--- src/rtl/ppu_bg_fetcher.sv ---
// Background tile fetcher: walks the BG tile map for one scanline, reads tile bytes from
// VRAM and streams 2-bit colour indices to the LCD pixel pipe through a 16-entry FIFO.
//
// state  | meaning
// IDLE   | no line in progress, VRAM released
// MAP_RD | reading tile number from the BG map
// LO_RD  | reading low bitplane byte of the tile row
// HI_RD  | reading high bitplane byte of the tile row
// PUSH   | waiting for FIFO room, then writing 8 decoded pixels
// DRAIN  | all tiles fetched, emitting the remaining pixels
module ppu_bg_fetcher #(
    parameter int RD_WAIT  = 1,
    parameter int LINE_PIX = 160
) (
    input  logic        clock,
    input  logic        reset,
    input  logic        line_start,
    input  logic [7:0]  LCDC,
    input  logic [7:0]  SCY,
    input  logic [7:0]  SCX,
    input  logic [7:0]  LY,
    input  logic [7:0]  ppu_data_in,
    output logic [12:0] ppu_addr,
    output logic        ppu_vram_read_en,
    output logic        ppu_oam_read_en,
    output logic        ppu_read_mode,
    output logic        pix_valid,
    input  logic        pix_ready,
    output logic [1:0]  pix_color,
    output logic        busy,
    output logic        line_done
);

    localparam int         PIX_W          = $clog2(LINE_PIX + 1);
    localparam logic [4:0] TILES_PER_LINE = 5'd21;
    localparam logic [1:0] WAIT_LOAD      = 2'(RD_WAIT);

    typedef enum logic [2:0] {
        IDLE   = 3'd0,
        MAP_RD = 3'd1,
        LO_RD  = 3'd2,
        HI_RD  = 3'd3,
        PUSH   = 3'd4,
        DRAIN  = 3'd5
    } state_t;

    state_t state_q, state_d;

    logic             bg_en_q, map_sel_q, data_sel_q;
    logic [7:0]       y_q;
    logic [4:0]       col_q;
    logic [2:0]       disc_q;
    logic [PIX_W-1:0] pix_left_q;
    logic [4:0]       tiles_left_q;
    logic [1:0]       wait_q;
    logic [7:0]       tile_q, lo_q, hi_q;
    logic [1:0]       fifo_q [16];
    logic [4:0]       fifo_cnt_q;
    logic             line_done_q;

    logic        rd_done, push_ok, start_go;
    logic        pop_disc, accept, pop, line_end;
    logic [12:0] map_addr, tile_base, lo_addr, hi_addr;
    logic [1:0]  new_pix [8];
    logic [1:0]  fifo_d [16];
    logic [4:0]  cnt_after_pop, cnt_d;

    assign rd_done   = (wait_q == 2'd0);
    assign push_ok   = (state_q == PUSH) && (fifo_cnt_q <= 5'd8);
    assign start_go  = line_start && LCDC[7];
    assign pop_disc  = (disc_q != 3'd0) && (fifo_cnt_q != 5'd0);
    assign pix_valid = (fifo_cnt_q != 5'd0) && (disc_q == 3'd0) && (pix_left_q != '0);
    assign accept    = pix_valid && pix_ready;
    assign pop       = pop_disc || accept;
    assign line_end  = accept && (pix_left_q == PIX_W'(1));

    // 13-bit VRAM offsets; carries past 0x1FFF are dropped on purpose
    assign map_addr  = (map_sel_q ? 13'h1C00 : 13'h1800) + {3'b000, y_q[7:3], col_q};
    assign tile_base = data_sel_q ? {1'b0, tile_q, 4'b0000}
                                  : 13'h1000 + {tile_q[7], tile_q, 4'b0000};
    assign lo_addr   = tile_base + {9'd0, y_q[2:0], 1'b0};
    assign hi_addr   = lo_addr + 13'd1;

    always_comb begin
        for (int i = 0; i < 8; i++) begin
            new_pix[i] = bg_en_q ? {hi_q[3'(7 - i)], lo_q[3'(7 - i)]} : 2'b00;
        end
    end

    // Pop shifts the FIFO toward entry 0; the 8 new pixels land behind the survivors.
    always_comb begin
        cnt_after_pop = fifo_cnt_q - 5'(pop);
        for (int j = 0; j < 16; j++) begin
            fifo_d[j] = fifo_q[j];
        end
        if (pop) begin
            for (int j = 0; j < 15; j++) begin
                fifo_d[j] = fifo_q[j + 1];
            end
            fifo_d[15] = 2'b00;
        end
        if (push_ok) begin
            for (int j = 0; j < 16; j++) begin
                if ((5'(j) >= cnt_after_pop) && (5'(j) < cnt_after_pop + 5'd8)) begin
                    fifo_d[j] = new_pix[3'(5'(j) - cnt_after_pop)];
                end
            end
        end
        cnt_d = cnt_after_pop + (push_ok ? 5'd8 : 5'd0);
    end

    always_comb begin
        state_d = state_q;
        case (state_q)
            IDLE:    state_d = IDLE;
            MAP_RD:  if (rd_done) state_d = LO_RD;
            LO_RD:   if (rd_done) state_d = HI_RD;
            HI_RD:   if (rd_done) state_d = PUSH;
            PUSH:    if (push_ok) state_d = (tiles_left_q == 5'd1) ? DRAIN : MAP_RD;
            DRAIN:   state_d = DRAIN;
            default: state_d = IDLE;
        endcase
        if (line_end) begin
            state_d = IDLE;
        end
        if (line_start) begin
            state_d = start_go ? MAP_RD : IDLE;
        end
    end

    always_ff @(posedge clock or posedge reset) begin
        if (reset) begin
            state_q <= IDLE;
        end else begin
            state_q <= state_d;
        end
    end

    always_ff @(posedge clock or posedge reset) begin
        if (reset) begin
            bg_en_q      <= 1'b0;
            map_sel_q    <= 1'b0;
            data_sel_q   <= 1'b0;
            y_q          <= 8'd0;
            col_q        <= 5'd0;
            disc_q       <= 3'd0;
            pix_left_q   <= '0;
            tiles_left_q <= 5'd0;
            wait_q       <= 2'd0;
            tile_q       <= 8'd0;
            lo_q         <= 8'd0;
            hi_q         <= 8'd0;
            line_done_q  <= 1'b0;
        end else begin
            line_done_q <= line_end && !line_start;
            if (line_start || (state_d != state_q)) begin
                wait_q <= WAIT_LOAD;
            end else if (wait_q != 2'd0) begin
                wait_q <= wait_q - 2'd1;
            end
            if (start_go) begin
                bg_en_q      <= LCDC[0];
                map_sel_q    <= LCDC[3];
                data_sel_q   <= LCDC[4];
                y_q          <= LY + SCY;
                col_q        <= SCX[7:3];
                disc_q       <= SCX[2:0];
                pix_left_q   <= PIX_W'(LINE_PIX);
                tiles_left_q <= TILES_PER_LINE;
            end else begin
                case (state_q)
                    MAP_RD: if (rd_done) tile_q <= ppu_data_in;
                    LO_RD:  if (rd_done) lo_q <= ppu_data_in;
                    HI_RD:  if (rd_done) hi_q <= ppu_data_in;
                    PUSH: begin
                        if (push_ok) begin
                            col_q        <= col_q + 5'd1;
                            tiles_left_q <= tiles_left_q - 5'd1;
                        end
                    end
                    default: ;
                endcase
                if (pop_disc) begin
                    disc_q <= disc_q - 3'd1;
                end
                if (accept) begin
                    pix_left_q <= pix_left_q - PIX_W'(1);
                end
            end
        end
    end

    always_ff @(posedge clock or posedge reset) begin
        if (reset) begin
            fifo_cnt_q <= 5'd0;
            for (int j = 0; j < 16; j++) begin
                fifo_q[j] <= 2'b00;
            end
        end else if (line_start || line_end) begin
            fifo_cnt_q <= 5'd0;
        end else begin
            fifo_cnt_q <= cnt_d;
            for (int j = 0; j < 16; j++) begin
                fifo_q[j] <= fifo_d[j];
            end
        end
    end

    always_comb begin
        ppu_addr = 13'd0;
        case (state_q)
            MAP_RD:      ppu_addr = map_addr;
            LO_RD:       ppu_addr = lo_addr;
            HI_RD, PUSH: ppu_addr = hi_addr;
            default:     ppu_addr = 13'd0;
        endcase
    end

    assign ppu_vram_read_en = (state_q == MAP_RD) || (state_q == LO_RD) ||
                              (state_q == HI_RD)  || (state_q == PUSH);
    assign ppu_oam_read_en  = 1'b0;
    assign ppu_read_mode    = 1'b1;
    assign busy             = (state_q != IDLE);
    assign line_done        = line_done_q;
    assign pix_color        = pix_valid ? fifo_q[0] : 2'b00;

endmodule
--- config.mk ---
export PLATFORM = sky130hd
export DESIGN_NAME = ppu_bg_fetcher
export DESIGN_NICKNAME = d
export VERILOG_FILES = /design/src/rtl/ppu_bg_fetcher.sv
export SDC_FILE = /design/constraint.sdc
export NUM_CORES = 1
export LEC_CHECK = 0
export ABC_CLOCK_PERIOD_IN_PS = 9000
export BUFFER_PORTS_ARGS = -buffer_cell sky130_fd_sc_hd__clkbuf_2
export CAP_MARGIN = 20
export CORE_ASPECT_RATIO = 1.25
export CORE_MARGIN = 3
export CORE_UTILIZATION = 60
export CTS_CLUSTER_DIAMETER = 40
export CTS_CLUSTER_SIZE = 8
export DETAILED_ROUTE_END_ITERATION = 10
export PLACE_DENSITY_LB_ADDON = 0.2
export SYNTH_ARGS = -nofsm -noshare
export SYNTH_HDL_FRONTEND = slang
export SYNTH_SLANG_ARGS = --single-unit
--- constraint.sdc ---
create_clock -name clock -period 9 [get_ports clock]
set_clock_uncertainty 0.2 [all_clocks]
set_input_delay 1.35 -clock clock [delete_from_list [all_inputs] [get_ports clock]]
set_output_delay 1.35 -clock clock [all_outputs]
set_load 0.005 [all_outputs]
; ---- Word level (Yosys, flattened, before mapping)
; Cells that the tools add are included.
[totals]
out_inout_bits = 21
wordCells = 280
in_bits = 44
reg_bits = 91
[classes]
eq_ne = 8
bitwise = 17
mux = 98
add_sub_neg = 29
magnitude_cmp = 49
n_reduce_logical = 48
[ops]
columns = op, count
row1 = two-way mux 2 bit, 56
row2 = binary-select mux 2 bit (select 3 bit), 16
row3 = ">= comparator 4 bit, second input constant", 16
row4 = two-way mux 32 bit, 2
row5 = inverter 3 -> 4 bit, 16
row6 = ">= comparator 4 x 5 -> 1 bit, first input constant", 8
row7 = "less-than comparator 4 x 5 -> 1 bit, first input constant", 8
row8 = case mux 13 bit (3 select lines), 1
row9 = two-way mux 5 bit, 7
row10 = two-way mux 3 bit, 9
row11 = logical AND 1 bit, 24
row12 = "subtractor 3 bit, first input constant", 8
row13 = ">= comparator 3 x 5 -> 1 bit, first input constant", 4
row14 = "less-than comparator 3 x 5 -> 1 bit, first input constant", 4
row15 = two-way mux 8 bit, 2
row16 = case mux 3 bit (5 select lines), 1
row17 = adder 12 x 11 -> 13 bit, 1
row18 = "adder 13 x 1 -> 13 bit, second input constant", 1
row19 = "adder 13 bit, first input constant", 1
row20 = adder 13 x 4 -> 13 bit, 1
row21 = two-way mux 13 bit, 1
row22 = nonzero test 2 bit, 6
row23 = "subtractor 1 x 3 -> 3 bit, first input constant", 4
row24 = "subtractor 2 x 3 -> 3 bit, first input constant", 4
row25 = other kinds (34), 48

; ---- Longest topological paths before layout
; Gate-level depths: netlist of the first run.
[depth]
depth_word = 13
depth_mapped = 20
ltp_nobuf = 16

; ---- Least setup slack after synthesis of the first run
; OpenSTA, ideal clock, no wires.
[synth_timing]
path_type = input -> register
start = input port pix_ready
end = register fifo_q[10] (netlist bit)
path_stages = 19
n_path_buf = 4
setup_time_ns = 0.121
t_arrival_ns = 4.509
setup_slack_ns = 4.170
required_ns = 8.679
path_cell_list = inv_1 -> a31oi_1 -> o21ai_0 -> clkinv_1 -> clkbuf_1 -> ha_1 -> ha_1 -> buf_2 -> xor2_2 -> inv_2 -> buf_2 -> ha_1 -> buf_2 -> a21oi_1 -> a21boi_0 -> nand2_1 -> o211ai_1 -> a21oi_1 -> o22a_1
[synth_between]
elab_chain_cells = 10
elab_cells_between_ends = 17
[synth_rtl]
columns = item, line
row1 = start: declaration, 28  ; input logic pix_ready,
row2 = logical AND 1 bit (*), 73  ; assign accept = pix_valid && pix_ready;
row3 = "parallel branches: the longest is 9 deep, another holds subtractor 5 x 1 -> 5 bit", n/a
row4 = end signal: indexed assignment, 204  ; fifo_q[j] <= fifo_d[j];
row5 = end: declaration, 57  ; logic [1:0] fifo_q [16];
; Every way passes the cells marked *. The select of a mux whose other input is x is not followed.
; A chain may end at the register's enable or synchronous reset.

; ---- Worst setup path in the final report of the first run
[layout_timing]
start = input port pix_ready
end = register fifo_q[11] (netlist bit)
; Same word-level chain as after synthesis.

==> insert_results.sql, run 1 <==
INSERT INTO impl_metrics (metric_group, metric, value, unit) VALUES
('status', 'outcome', 'finished clean', ''),
('worst_setup_path', 'regToRegSetupSlack', '3670', 'ps'),
('worst_setup_path', 'r2r_end', 'fifo_q[11]$_DFFE_PP0N_', ''),
('worst_setup_path', 'r2r_cells', '16', ''),
('global_route', 'grt_pass1_wl', '23.3', 'mm'),
('job', 'cap_viol_max_count', '0', ''),
('clocking', 'cts_hold_buffers', '0', ''),
('worst_setup_path', 'crit_path_leading_delay_family', 'buffers and inverters', ''),
('routing', 'drc_violations_left', '0', ''),
('final_layout', 'insertedDiodeCount', '0', ''),
('clocking', 'clk-insertion-delay-late', '340', 'ps'),
('min_path', 'holdPathEnd', 'y_q[3]$_DFFE_PP0P_', ''),
('worst_setup_path', 'critical_path.slowest_cell', 'clkinv_1', ''),
('final_layout', 'layout_common_cells', '91 x dfrtp_1, 79 x nand2_1, 58 x clkbuf_2', ''),
('synthesis', 'seq_area_frac_synth', '38.9', '%'),
('routing', 'routed-via-count', '4957', ''),
('worst_setup_path', 'cp-end-kind', 'flip-flop', ''),
('sta', 'timing.setup.tns', '0', 'ps'),
('die', 'num_io_pins', '65', ''),
('min_path', 'min-delay-start', 'y_q[3]$_DFFE_PP0P_', ''),
('placed_design', 'place.gp.congestion', '0.874', ''),
('clocking', 'post_cts_resized', '0', ''),
('final_layout', 'syn2layout_area_growth', '10.8', '%'),
('synthesis', 'synth_ff_type', 'dfrtp_1', ''),
('sta', 'report.final.hold_viol_count', '0', ''),
('synthesis', 'netlist_instances', '648', ''),
('synthesis', 'syn-mean-instance-area', '9.04', 'um^2'),
('clocking', 'cts.reportedPaths.clkPinSlew', '70', 'ps'),
('worst_setup_path', 'crit_chain', 'clkbuf_2 > inv_1 > a31oi_1 > o21ai_1 > buf_4 > clkinv_1 > ha_1 > ha_1 > xor2_2 > inv_2 > ha_1 > a21oi_1 > a21boi_0 > nand2_1 > o211ai_1 > mux2i_1 > o22a_1', ''),
('synthesis', 'yosysTopAreaCellShare', '38.9', '%'),
('synthesis', 'postSynthNetCount', '720', ''),
('global_route', 'grt_antenna_before_repair', '0', ''),
('clocking', 'clk_root_buffer_cell', 'clkbuf_16', ''),
('routing', 'drt_iter0_markers', '275', ''),
('worst_setup_path', 'crit_path_max_incr_delay', '510', 'ps'),
('final_layout', 'drive_gt1_share', '16.4', '%'),
('placed_design', 'dp.final_hpwl', '10.2', 'mm'),
('routing', 'met2_wirelength', '7.12', 'mm'),
('die', 'core_area', '0.00932', 'mm^2'),
('min_path', 'worst_hold_path_type', 'reg2reg', ''),
('placed_design', 'place.port_buffers', '58', ''),
('clocking', 'cts.htree.levels', '3', ''),
('worst_setup_path', 'cp.arrival', '5530', 'ps'),
('global_route', 'track_usage', '26.8', '%'),
('synthesis', 'yosys_register_bits', '91', ''),
('sta', 'maxSlewViolCount', '0', ''),
('sta', 'timing.final.ws_setup', '3550', 'ps'),
('routing', 'detail_route.first_pass.iterations', '5', ''),
('die', 'floorplan.die.height', '116', 'um'),
('global_route', 'grt_max_degree', '50', ''),
('worst_setup_path', 'worst-path-buf-inv', '5', ''),
('sta', 'setup-violations-final', '0', ''),
('sta', 'slew_at_the_pin_closest_to_its_max_slew_limit', '855', 'ps'),
('final_layout', 'final_common_cell', 'dfrtp_1', ''),
('final_layout', 'post_layout_nets', '755', ''),
('synthesis', 'most_area_hungry_cell_type_in_the_yosys_netlist', 'dfrtp_1', ''),
('die', 'die_width', '94.4', 'um'),
('routing', 'routed.top_layer', 'met4', ''),
('die', 'dieArea', '0.0110', 'mm^2'),
('final_layout', 'count_of_filler_cells_inserted_in_the_layout', '737', ''),
('clocking', 'post-cts-setup-buffer-count', '0', ''),
('synthesis', 'ys_top_cells_by_area', 'dfrtp_1 39%, ha_1 5.8%, nand2_1 5.1%', ''),
('die', 'starting_density_of_the_core', '62.8', '%'),
('worst_setup_path', 'worstReg2RegStart', 'pix_left_q[4]$_DFFE_PP0P_', ''),
('min_path', 'timing.hold.worst_path_depth', '2', ''),
('final_layout', 'finish.utilization', '69.6', '%'),
('global_route', 'grt_pass1_vias', '4903', ''),
('clocking', 'clock-sinks', '91', ''),
('sta', 'timing.slew.headroom', '42.9', '%'),
('worst_setup_path', 'critical_path_fanout_max', '21', ''),
('synthesis', 'yosys_warnings', '0', '');
## cell usage after synthesis, types with 6 or more instances
| cell type | count |
|---|---|
| or3_1 | 7 |
| buf_2 | 10 |
| a22oi_1 | 12 |
| a21boi_0 | 6 |
| mux2_2 | 22 |
| nor2_1 | 45 |
| xor2_1 | 12 |
| o21ai_0 | 43 |
| mux2i_1 | 19 |
| nor2b_1 | 12 |
| nand2b_1 | 11 |
| clkbuf_1 | 24 |
| o211ai_1 | 9 |
| xnor2_1 | 17 |
| nand3_1 | 16 |
| o22a_1 | 7 |
| a2bb2oi_1 | 6 |
| a21o_1 | 6 |
| ha_1 | 27 |
| dfrtp_1 | 91 |
| inv_1 | 30 |
| a21oi_1 | 20 |
| a22o_1 | 8 |
| nand2_1 | 79 |
| nor3_1 | 10 |
## final cells by class
type                            instances  area (um^2)  share of cell area [%]
Clock buffer                            9          225                    3.47
Clock inverter                          7         96.3                    1.48
Inverter                               34          129                    1.99
Multi-Input combinational cell        484         3280                    50.6
Sequential cell                        91         2280                    35.1
Tap cell                              123          154                    2.37
Timing Repair Buffer                   63          328                    5.05
## worst reg2reg max path: stages, from the launching register on
cell and delay, ps:
dfrtp_1 410, nor3_1 480, a31oi_1 200, o21ai_1 160, buf_4 260, clkinv_1 520, ha_1 450, ha_1 320
xor2_2 450, inv_2 220, ha_1 330, a21oi_1 180, a21boi_0 350, nand2_1 110, o211ai_1 190, mux2i_1 280
o22a_1 160
## layer usage
| layer | GRT usage, % | up-vias |
|---|---|---|
| met4 | 12.2 | 0 |
| met2 | 46.9 | 166 |
| met1 | 32.5 | 2369 |
| met3 | 4.38 | 42 |
| met5 | 0 | - |
| li1 | - | 2380 |
## cell families (layout without fill, tap and decap cells)
family          count (synthesis)  after routing  synth area share (%)
compound gates                164            164                  19.1
xor+xnor                       30             30                  4.61
fa+ha+maj                      28             28                  6.11
buf+inv                        73            113                  5.08
flops                          91             91                  38.9
mux                            41             41                  7.48
other cells                     2              2                 0.128
simple gates                  219            219                  18.6
## registers in the layout (all words and copies together), names as in the netlist
register and flops:
bg_en_q 1, col_q 5, data_sel_q 1, disc_q 3, fifo_cnt_q 5, fifo_q 32, hi_q 4, line_done 1
lo_q 4, map_sel_q 1, pix_left_q 8, state_q 3, tile_q 8, tiles_left_q 5, wait_q 2, y_q 8
## per-stage QoR
step | std cells | total power, mW
after CTS | 811 | 2.32
after global routing | 811 | 2.51
after global placement | 795 | 1.85
final | 811 | 2.33
after floorplan | 648 | 1.61
after detailed placement | 795 | 1.90
## worst max path at each step
stage	startpoint	end	slack, ps	depth (start not counted)
after floorplan	pix_ready	fifo_q[10]$_DFFE_PP0N_	4170	19
after global placement	pix_ready	fifo_q[10]$_DFFE_PP0N_	3410	17
after detailed placement	pix_ready	fifo_q[11]$_DFFE_PP0N_	3270	17
after CTS	pix_ready	fifo_q[11]$_DFFE_PP0N_	3630	17
after global routing	pix_ready	fifo_q[11]$_DFFE_PP0N_	3130	17
final	pix_ready	fifo_q[11]$_DFFE_PP0N_	3550	17
## power by group
part	switching [mW]	total (mW)	leakage, nW	internal, mW
clock	0.164	0.410	0.161	0.245
sequential	0.124	0.669	1.11	0.545
combinational	0.743	1.25	1.66	0.509
Note: power is estimated with default switching activity, not from simulation.
==> run 2, diff against run 1 <==
--- a/config.mk
+++ b/config.mk
@@ -5,7 +5,8 @@
 export SDC_FILE = /design/constraint.sdc
 export NUM_CORES = 1
 export LEC_CHECK = 0
-export ABC_CLOCK_PERIOD_IN_PS = 9000
+export ABC_AREA = 1
+export ABC_CLOCK_PERIOD_IN_PS = 5650
 export BUFFER_PORTS_ARGS = -buffer_cell sky130_fd_sc_hd__clkbuf_2
 export CAP_MARGIN = 20
 export CORE_ASPECT_RATIO = 1.25
==> constraint.sdc (replaced) <==
create_clock -name clock -period 5.65 [get_ports clock]
set_clock_uncertainty 0.2 [all_clocks]
set_input_delay 0.8475 -clock clock [delete_from_list [all_inputs] [get_ports clock]]
set_output_delay 0.8475 -clock clock [all_outputs]
set_load 0.005 [all_outputs]
==> run 2 against run 1 <==
Total power increased by 64%. Core utilization fell by 1.3 points. Die area grew 3.3%.
==> insert_results.sql, run 2 <==
INSERT INTO impl_metrics (metric_group, metric, value, unit) VALUES
('die', 'die_width', '95.9', 'um'),
('worst_setup_path', 'r2r_end', 'fifo_q[6]$_DFFE_PP0N_', ''),
('sta', 'report.final.hold_viol_count', '0', ''),
('power_and_ir_drop', 'power', '3.83', 'mW'),
('worst_setup_path', 'cp.arrival', '4340', 'ps'),
('sta', 'worst_hold_slack', '246', 'ps'),
('job', 'cap_viol_max_count', '0', ''),
('worst_setup_path', 'r2r_cells', '21', ''),
('worst_setup_path', 'cp-end-kind', 'flip-flop', ''),
('routing', 'drt_wl_total', '14.6', 'mm'),
('synthesis', 'netlist_instances', '833', ''),
('synthesis', 'synth_area', '0.00606', 'mm^2'),
('final_layout', 'count_of_filler_cells_inserted_in_the_layout', '808', ''),
('sta', 'rsz0062_at_grt', 'false', ''),
('final_layout', 'max_reg_flops', '32', ''),
('power_and_ir_drop', 'max_rail_drop_vdd', '269', 'uV'),
('sta', 'layout_worst_path_cycle_share', '76.2', '%'),
('global_route', 'grt_max_degree', '71', ''),
('clocking', 'clk-insertion-delay-late', '350', 'ps'),
('synthesis', 'async_reset_ff_share', '100', '%'),
('worst_setup_path', 'critical_path_fanout_max', '40', ''),
('die', 'dieArea', '0.0114', 'mm^2'),
('placed_design', 'place.gp.congestion', '0.931', ''),
('routing', 'route.antenna.remaining_nets', '0', ''),
('placed_design', 'dp.final_hpwl', '10.9', 'mm'),
('worst_setup_path', 'worstSetupStartpoint', 'disc_q[0]$_DFFE_PP0P_', ''),
('routing', 'drt_iter0_markers', '292', ''),
('final_layout', 'sequential_cell_area', '0.00228', 'mm^2'),
('sta', 'timing.setup.tns', '0', 'ps'),
('sta', 'max_freq', '232', 'MHz'),
('status', 'outcome', 'finished clean', ''),
('routing', 'viasPerCell', '5.57', ''),
('synthesis', 'post-synth-top-count-cell', 'nand2_1', ''),
('synthesis', 'seq_area_frac_synth', '37.6', '%'),
('global_route', 'grt_remaining_overflow', '0', ''),
('final_layout', 'finish.utilization', '68.3', '%'),
('sta', 'maxSlewViolCount', '0', ''),
('die', 'core_area', '0.00971', 'mm^2'),
('clocking', 'cts.reportedPaths.clkPinSlew', '70', 'ps'),
('clocking', 'cts_buffers', '9', ''),
('synthesis', 'yosys_warnings', '0', ''),
('die', 'num_io_pins', '65', ''),
('sta', 'setup-violations-final', '0', ''),
('synthesis', 'yosys_register_bits', '91', ''),
('sta', 'timing.slew.headroom', '40.9', '%'),
('synthesis', 'yosysTopAreaCellShare', '37.6', '%'),
('global_route', 'grt_antenna_before_repair', '0', ''),
('sta', 'timing.final.ws_setup', '1350', 'ps'),
('final_layout', 'area_taken_by_multi_input_logic_gates', '0.00325', 'mm^2'),
('routing', 'drc_violations_left', '0', ''),
('synthesis', 'synth_common_cells', '245 x nand2_1, 91 x dfrtp_1, 89 x inv_1, 87 x o21ai_0, 76 x nand3_1', ''),
('final_layout', 'final_common_cell', 'nand2_1', ''),
('placed_design', 'place.port_buffers', '58', ''),
('synthesis', 'postSynthNetCount', '905', ''),
('placed_design', 'worst_slack_at_placement', '1380', 'ps'),
('sta', 'slew_at_the_pin_closest_to_its_max_slew_limit', '886', 'ps'),
('power_and_ir_drop', 'leakagePower', '3.39', 'nW'),
('worst_setup_path', 'regToRegSetupSlack', '1350', 'ps'),
('sta', 'post-route-min-period', '4300', 'ps'),
('clocking', 'post_cts_resized', '0', ''),
('worst_setup_path', 'critical_path_class', 'reg2reg', ''),
('clocking', 'cts_hold_buffers', '0', ''),
('synthesis', 'ys_top_cells_by_area', 'dfrtp_1 38%, nand2_1 15%, o21ai_0 7.2%', ''),
('power_and_ir_drop', 'p_per_area', '577', 'mW/mm^2'),
('synthesis', 'syn-mean-instance-area', '7.28', 'um^2'),
('min_path', 'worst_hold_path_type', 'in2async', ''),
('global_route', 'grt_pass1_vias', '5419', ''),
('global_route', 'grt_pass1_wl', '24.7', 'mm'),
('synthesis', 'synth_ff_type', 'dfrtp_1', ''),
('synthesis', 'netlist-cell-type-count', '50', ''),
('die', 'starting_density_of_the_core', '62.4', '%'),
('clocking', 'clock-sinks', '91', ''),
('routing', 'detail_route.first_pass.iterations', '7', ''),
('clocking', 'tritoncts_clock_tree', 'built', ''),
('routing', 'wire_per_inst', '14.5', 'um'),
('final_layout', 'post_layout_nets', '948', ''),
('clocking', 'post-cts-setup-buffer-count', '0', ''),
('clocking', 'clockBufferDepth', '2', ''),
('final_layout', 'drive_gt1_share', '14.5', '%'),
('clocking', 'clk_root_buffer_cell', 'clkbuf_16', ''),
('final_layout', 'layout_common_cells', '245 x nand2_1, 91 x dfrtp_1, 88 x inv_1', ''),
('die', 'core.rowCount', '40', ''),
('final_layout', 'syn2layout_area_growth', '9.37', '%'),
('routing', 'routed-via-count', '5605', ''),
('synthesis', 'most_area_hungry_cell_type_in_the_yosys_netlist', 'dfrtp_1', ''),
('final_layout', 'insertedDiodeCount', '0', ''),
('synthesis', 'post_synth_edffs', '0', ''),
('die', 'floorplan.die.height', '118', 'um'),
('final_layout', 'largest-register', 'fifo_q', ''),
('worst_setup_path', 'worstReg2RegStart', 'disc_q[0]$_DFFE_PP0P_', ''),
('worst_setup_path', 'startpoint_type', 'flip-flop', ''),
('clocking', 'cts.htree.levels', '3', ''),
('worst_setup_path', 'worstPathRequired', '5680', 'ps'),
('global_route', 'track_usage', '27.4', '%'),
('worst_setup_path', 'worstSetupEndpoint', 'fifo_q[6]$_DFFE_PP0N_', '');
## run 2: cell types whose count changed in the layout (fill, tap and decap cells not counted), sizes merged, moves of 16 or more
cell and delta:
nand3 +64, mux2 -19, xnor2 -16, nand2 +178
o21ai +53, inv +60, mux2i -18
## run 2: logic make-up (layout without fill, tap and decap cells)
group / Yosys count / after routing / synth area share [%]
flip-flops: 91 / 91 / 37.6
multiplexers: 4 / 4 / 0.722
AND/OR/NAND/NOR: 424 / 424 / 31.2
buffers and inverters: 125 / 173 / 8.87
adder cells (fa/ha/maj): 28 / 28 / 5.90
XOR/XNOR: 13 / 13 / 2.56
AO/OA/AOI/OAI: 146 / 146 / 13.0
other: 2 / 2 / 0.124
## run 2: worst min-delay path by stage
stage | startpoint | end | slack [ps] | cells past startpoint
3_5_place_dp | fifo_q[31]$_DFFE_PP0N_ | fifo_q[31]$_DFFE_PP0N_ | 270 | 2
4_1_cts | reset | line_done$_DFF_PP0_ | 250 | 2
2_1_floorplan | y_q[0]$_DFFE_PP0P_ | y_q[0]$_DFFE_PP0P_ | 240 | 2
3_3_place_gp | tile_q[1]$_DFFE_PP0P_ | tile_q[1]$_DFFE_PP0P_ | 260 | 2
5_1_grt | reset | pix_left_q[0]$_DFFE_PP0P_ | 270 | 2
6_report | reset | line_done$_DFF_PP0_ | 250 | 2
## run 2: per-layer routing
layer | GRT usage (%) | part of all wire (%)
met3 | 4.07 | 4.7
met4 | 13.6 | 4.3
met1 | 32.7 | 40
met2 | 46.9 | 51
met5 | 0 | 0
## run 2: where the power goes
part	leakage, nW	total [mW]	internal, mW	switching, mW
Combinational	2.11	2.29	0.712	1.58
Sequential	1.15	0.973	0.841	0.132
Clock	0.128	0.563	0.298	0.265
## run 2: per-stage QoR
stage	std cells	area [um^2]
after detailed placement	991	6360
after floorplan	833	6060
final	1007	6630
after global placement	991	6360
after global routing	1007	6630
after CTS	1007	6630
## run 2: final cells by class
type	count	area share (%)
multi-input combinational	617	49.0
clock buffer	10	3.45
timing repair buffer	60	4.60
inverter	97	5.60
sequential	91	34.3
tap	126	2.38
clock inverter	6	0.642
## run 2: critical path, cell delays in order, from the launching register on
cell	delay, ps
dfrtp_1	370
inv_1	100
ha_1	160
inv_1	40
nor2_1	180
nand2_2	110
nor2_4	170
nand2_4	110
nand2_4	350
ha_1	280
ha_1	250
nand2_1	70
nand2_1	340
inv_1	250
ha_1	250
nand2_1	90
nor3b_1	300
o21ai_1	180
nand2_1	120
nand3_1	100
nand3_1	90
nand2_1	70
